<file path="src/rtl/packed_deser_pkg.sv">
// Shared types and constants for the packed-word deserializer slice.
// Optional X/Z frame check is enabled by defining PACKED_DESER_XCHECK_EN.
package packed_deser_pkg;

  localparam int DEF_SLICE_W = 4;
  localparam int DEF_D1      = 3;
  localparam int DEF_D2      = 4;
  localparam int DEF_D3      = 5;

  typedef enum logic [1:0] {
    IDLE = 2'd0,
    FILL = 2'd1,
    HOLD = 2'd2
  } deser_state_e;

  // Flat bit position of slice k inside the assembled word.
  function automatic int slice_offset(input int k, input int slice_w = DEF_SLICE_W);
    return k * slice_w;
  endfunction

endpackage

</file>
<file path="src/rtl/deser_slice_counter.sv">
// Slot counter for the deserializer: counts accepted slices of the current frame,
// saturating at N so it can never wrap.
module deser_slice_counter #(
  parameter int N     = 60,
  parameter int CNT_W = $clog2(N + 1)
) (
  input  logic             clk,
  input  logic             rst,
  input  logic             inc,
  input  logic             clr,
  output logic [CNT_W-1:0] count,
  output logic             is_last_slot
);

  logic [CNT_W-1:0] count_reg;

  always_ff @(posedge clk or posedge rst) begin
    if (rst) begin
      count_reg <= '0;
    end else if (clr) begin
      count_reg <= '0;
    end else if (inc && (count_reg != CNT_W'(N))) begin
      count_reg <= count_reg + 1'b1;
    end
  end

  assign count        = count_reg;
  assign is_last_slot = (count_reg == CNT_W'(N - 1));

endmodule

</file>
<file path="src/rtl/packed_word_deserializer.sv">
// Assembles SLICE_W-bit slices into one [D3][D2][D1][SLICE_W] packed word with frame flags.
// Define PACKED_DESER_XCHECK_EN to add the out_xz port and its X/Z detection.
module packed_word_deserializer
  import packed_deser_pkg::*;
#(
  parameter int SLICE_W = DEF_SLICE_W,
  parameter int D1      = DEF_D1,
  parameter int D2      = DEF_D2,
  parameter int D3      = DEF_D3
) (
  input  logic                                      clk,
  input  logic                                      rst,
  input  logic                                      in_valid,
  output logic                                      in_ready,
  input  logic [SLICE_W-1:0]                        in_data,
  input  logic                                      in_last,
  input  logic                                      in_flush,
  output logic                                      out_valid,
  input  logic                                      out_ready,
  output logic [D3-1:0][D2-1:0][D1-1:0][SLICE_W-1:0] out_data,
  output logic                                      out_short,
`ifdef PACKED_DESER_XCHECK_EN
  output logic                                      out_xz,
`endif
  output logic                                      out_nolast
);

  localparam int N_SLICES = D1 * D2 * D3;
  localparam int WORD_W   = N_SLICES * SLICE_W;
  localparam int CNT_W    = $clog2(N_SLICES + 1);

  deser_state_e     state_reg;
  logic             in_ready_reg;
  logic             out_valid_reg;
  logic             short_reg;
  logic             nolast_reg;
  logic [CNT_W-1:0] count;
  logic             is_last_slot;
  logic [WORD_W-1:0] word_flat;

  logic flush_eff;
  logic slice_xfer;
  logic word_xfer;
  logic clr_buf;
  logic short_end;

  // Flush only matters while a frame is still open; a committed word is untouchable.
  assign flush_eff  = in_flush && (state_reg != HOLD);
  assign slice_xfer = in_valid && in_ready_reg && !flush_eff;
  assign word_xfer  = out_valid_reg && out_ready;
  assign clr_buf    = flush_eff || word_xfer;
  assign short_end  = slice_xfer && in_last && !is_last_slot;

  deser_slice_counter #(
    .N     (N_SLICES),
    .CNT_W (CNT_W)
  ) u_counter (
    .clk          (clk),
    .rst          (rst),
    .inc          (slice_xfer),
    .clr          (clr_buf),
    .count        (count),
    .is_last_slot (is_last_slot)
  );

  // One register per slot; buffer is zero between frames so a short frame is zero-padded.
  genvar gi;
  generate
    for (gi = 0; gi < N_SLICES; gi++) begin : g_slot
      logic [SLICE_W-1:0] slot_reg;

      always_ff @(posedge clk or posedge rst) begin
        if (rst) begin
          slot_reg <= '0;
        end else if (clr_buf) begin
          slot_reg <= '0;
        end else if (slice_xfer && (count == CNT_W'(gi))) begin
          slot_reg <= in_data;
        end else if (short_end && (count < CNT_W'(gi))) begin
          slot_reg <= '0;
        end
      end

      assign word_flat[slice_offset(gi, SLICE_W) +: SLICE_W] = slot_reg;
    end
  endgenerate

  always_ff @(posedge clk or posedge rst) begin
    if (rst) begin
      state_reg     <= IDLE;
      in_ready_reg  <= 1'b0;
      out_valid_reg <= 1'b0;
      short_reg     <= 1'b0;
      nolast_reg    <= 1'b0;
    end else begin
      unique case (state_reg)
        IDLE, FILL: begin
          in_ready_reg <= 1'b1;
          if (flush_eff) begin
            state_reg  <= IDLE;
            short_reg  <= 1'b0;
            nolast_reg <= 1'b0;
          end else if (slice_xfer) begin
            if (is_last_slot) begin
              state_reg     <= HOLD;
              in_ready_reg  <= 1'b0;
              out_valid_reg <= 1'b1;
              short_reg     <= 1'b0;
              nolast_reg    <= !in_last;
            end else if (in_last) begin
              state_reg     <= HOLD;
              in_ready_reg  <= 1'b0;
              out_valid_reg <= 1'b1;
              short_reg     <= 1'b1;
              nolast_reg    <= 1'b0;
            end else begin
              state_reg <= FILL;
            end
          end
        end
        HOLD: begin
          if (out_ready) begin
            state_reg     <= IDLE;
            in_ready_reg  <= 1'b1;
            out_valid_reg <= 1'b0;
            short_reg     <= 1'b0;
            nolast_reg    <= 1'b0;
          end
        end
        default: begin
          state_reg     <= IDLE;
          in_ready_reg  <= 1'b0;
          out_valid_reg <= 1'b0;
          short_reg     <= 1'b0;
          nolast_reg    <= 1'b0;
        end
      endcase
    end
  end

`ifdef PACKED_DESER_XCHECK_EN
  logic xz_reg;
  logic slice_xz;

  // Reduction XOR collapses to X whenever any bit of the slice is X or Z.
  assign slice_xz = ((^in_data) === 1'bx);

  always_ff @(posedge clk or posedge rst) begin
    if (rst) begin
      xz_reg <= 1'b0;
    end else if (clr_buf) begin
      xz_reg <= 1'b0;
    end else if (slice_xfer && slice_xz) begin
      xz_reg <= 1'b1;
    end
  end

  assign out_xz = xz_reg;
`endif

  assign in_ready   = in_ready_reg;
  assign out_valid  = out_valid_reg;
  assign out_short  = short_reg;
  assign out_nolast = nolast_reg;
  assign out_data   = word_flat;

endmodule

</file>
<file path="config.mk">
export PLATFORM = sky130hd
export DESIGN_NAME = packed_word_deserializer
export DESIGN_NICKNAME = d
export VERILOG_FILES = /design/src/rtl/packed_deser_pkg.sv /design/src/rtl/deser_slice_counter.sv /design/src/rtl/packed_word_deserializer.sv
export SDC_FILE = /design/constraint.sdc
export NUM_CORES = 1
export LEC_CHECK = 0
export ABC_CLOCK_PERIOD_IN_PS = 23900
export CORE_MARGIN = 1.5
export CORE_UTILIZATION = 65
export CTS_CLUSTER_SIZE = 40
export DETAILED_ROUTE_END_ITERATION = 6
export DONT_BUFFER_PORTS = 1
export HOLD_SLACK_MARGIN = 0.08
export PLACE_DENSITY_LB_ADDON = 0.25
export SYNTH_ARGS = -nofsm -noshare
export SYNTH_HDL_FRONTEND = slang
export SYNTH_SLANG_ARGS = --single-unit
</file>
<file path="constraint.sdc">
create_clock -name clk -period 23.9 [get_ports clk]
set_input_delay 3.585 -clock clk [delete_from_list [all_inputs] [get_ports clk]]
set_output_delay 3.585 -clock clk [all_outputs]
set_load 0.02 [all_outputs]
</file>
==> results.cfg <==
[synthesis]
yosys_warnings = 0
synth_top_area_share = 0.5345
synth_area_leaders = dfrtp_1, a32o_1, o22ai_1
netlist_area_mm2 = 0.01180
seq_area_frac_synth = 0.5345
synthArstFlopShare = 1.000
post_synth.cell_area_avg_um2 = 11.08
syn-num-nets = 1080
synthCells = 1065
synth_edf_count = 0
synth_cell_type_count = 82
synthFlopType = dfrtp_1
synth_seq_cells = 252
synth_top_cell_by_area = dfrtp_1

[routing]
drtIter0Drc = 1259
first_pass_iters = 6
antenna_left = 0
wl_per_cell_um = 29.38
drc = 0
vias_per_cell = 7.845
num_vias = 9681
drt-total-wl_mm = 36.25

[placement]
io_buffers = 0
hpwl_mm = 23.22
finalWeightedCongestion = 0.9080
placed_area_mm2 = 0.01172

[final_layout]
final_cell_area_mm2 = 0.01251
antenna_cells = 0
final_common_cell = dfrtp_1
largest_reg_flops = 240
fin_nets = 1002
drive_above_1_share = 0.09552
area_growth_pct = 6.045
final_cell_mix = dfrtp_1, a32o_1, nand2_1, a21oi_1, o22ai_1

[pwr]
leakage_uw = 0.005145
p_per_area_mw_per_mm2 = 75.37
power_uw = 943.1
peakVddDrop_v = 0.00005340

[timing]
finClkSkew_ps = 8.265
drv_slew = 0
hold_viol = 0
worst_slew_pin_slew_ps = 1394
setup_violations = 0
period_minus_slack_ps = 5542
max_slew_margin = 0.06850
period_share = 0.2319
fmax_mhz = 180.4
fin_setup_tns_ps = 0
rsz0062_at_grt = no

[hold_path]
hp-class = register to register

[setup_path]
critPathSlowestCell = a21oi_4
slowest_delay_ps = 1040
setup.worst_path.start_class = input port
crit_family = compound AO/OA/AOI/OAI gates
critPathMaxFanout = 40
critical_path_buf_inv_count = 0
end_kind = register
setup.worst_path.end = g_slot[36].slot_reg[2]
worst-r2r-cell-count = 6
cp_cell_sequence = nand2_1 -> a21oi_4 -> o21ai_0 -> a32o_1
startpoint = in_valid
cp_num_cells = 4
arrival_ps = 5960
rr_startpoint = u_counter.count[1]
r2r_end = g_slot[11].slot_reg[3]
crit_type = input port to register
cp.required_ps = 24320
r2r_slack_ps = 20320

[run_status]
status = complete, no violations

[grt]
antenna_found_initial = 0
grtUsageTotal = 0.3734
grt_pass1_vias = 8979
grt_start_max_net_pins = 94
gr-total-overflow = 0
grt_pass1_wl_mm = 53.76

[floorplanning]
die_w_um = 137.7
core_area_mm2 = 0.01790
dieArea_mm2 = 0.01897
ios = 254
rows = 49
start_util = 0.6591
die_h_um = 137.7

[clock_network]
cts.repair.resized = 0
cts.sinks = 252
post_cts_buffers = 0
cts_buffers = 25
clk_latency_ps = 530
hold_buffers = 0
cts_tree = built
cts.reportedPaths.clkPinSlew_ps = 60
cts_root_buf = clkbuf_16
clockBufferDepth = 3
h-tree-depth = 1

[flow_run]
cap_violations = 0
-- how the worst min path moves through the flow --
stage / startpoint / end / slack (ps) / cells after the start
after floorplan: state_reg[0] / state_reg[0] / 550 / 1
after global placement: g_slot[11].slot_reg[0] / g_slot[11].slot_reg[0] / 610 / 1
after detailed placement: g_slot[11].slot_reg[1] / g_slot[11].slot_reg[1] / 620 / 1
after CTS: g_slot[11].slot_reg[1] / g_slot[11].slot_reg[1] / 640 / 1
after global routing: g_slot[23].slot_reg[1] / g_slot[23].slot_reg[1] / 660 / 1
final: g_slot[27].slot_reg[1] / g_slot[27].slot_reg[1] / 640 / 1
-- worst reg2reg max path, delay by kind of cell (launching register included) --
family                   cells  cell delay, ps
buffers and inverters        2             940
AO/OA/AOI/OAI                2             520
AND/OR/NAND/NOR              1             240
adder cells (fa/ha/maj)      1             850
flip-flops                   1             940
-- where the power goes --
part / total, uW / switching (uW) / internal, uW
sequential: 437 / 7.39 / 429
combinational: 119 / 96.2 / 22.9
clock: 387 / 164 / 223
-- stage by stage --
stage | utilization | setup WS (ps) | hold slack, ps | instances
2_1_floorplan | - | 13390 | 550.8 | 1065
3_3_place_gp | 0.6544 | 17880 | 614.7 | 1189
3_5_place_dp | 0.6544 | 17850 | 620.8 | 1189
4_1_cts | 0.6989 | 18400 | 637.6 | 1234
5_1_grt | 0.6989 | 18020 | 657.4 | 1234
6_report | 0.6989 | 18360 | 637.7 | 1234
-- cell usage after synthesis (7+ instances only) --
cell type	number
dfrtp_1	252
a32o_1	124
nand2_1	91
a21oi_1	70
o22ai_1	59
buf_2	58
clkbuf_1	42
nand3_1	38
o21ai_0	32
inv_1	27
a31oi_1	20
a22o_1	15
nor2_1	15
o221ai_1	13
buf_4	10
nand2b_1	10
a311oi_1	9
nor3_1	9
o2bb2ai_1	9
or3_1	9
a211oi_1	8
mux2i_1	7
-- area by class of cell --
cell class	instances	area, um^2
multi-input combinational	665	4892
clock inverter	4	51.30
sequential	252	6311
timing repair buffer	15	112.6
clock buffer	41	745.7
inverter	28	112.6
fill	1313	5390
tap	229	286.5
-- cells by family after synthesis --
group	synth area share
buf+inv	0.05960
mux	0.006893
simple gates	0.1096
fa+ha+maj	0.005302
xor+xnor	0.0007424
compound gates	0.2834
flops	0.5345
-- per-layer routing --
layer,up-vias,global-route usage,part of all wire
met5,-,0,0
met4,0,0.1267,0.031
met3,93,0.1130,0.13
met2,664,0.5828,0.48
met1,4924,0.5007,0.36
li1,4000,-,-
Power figures use the tool's default switching activity.
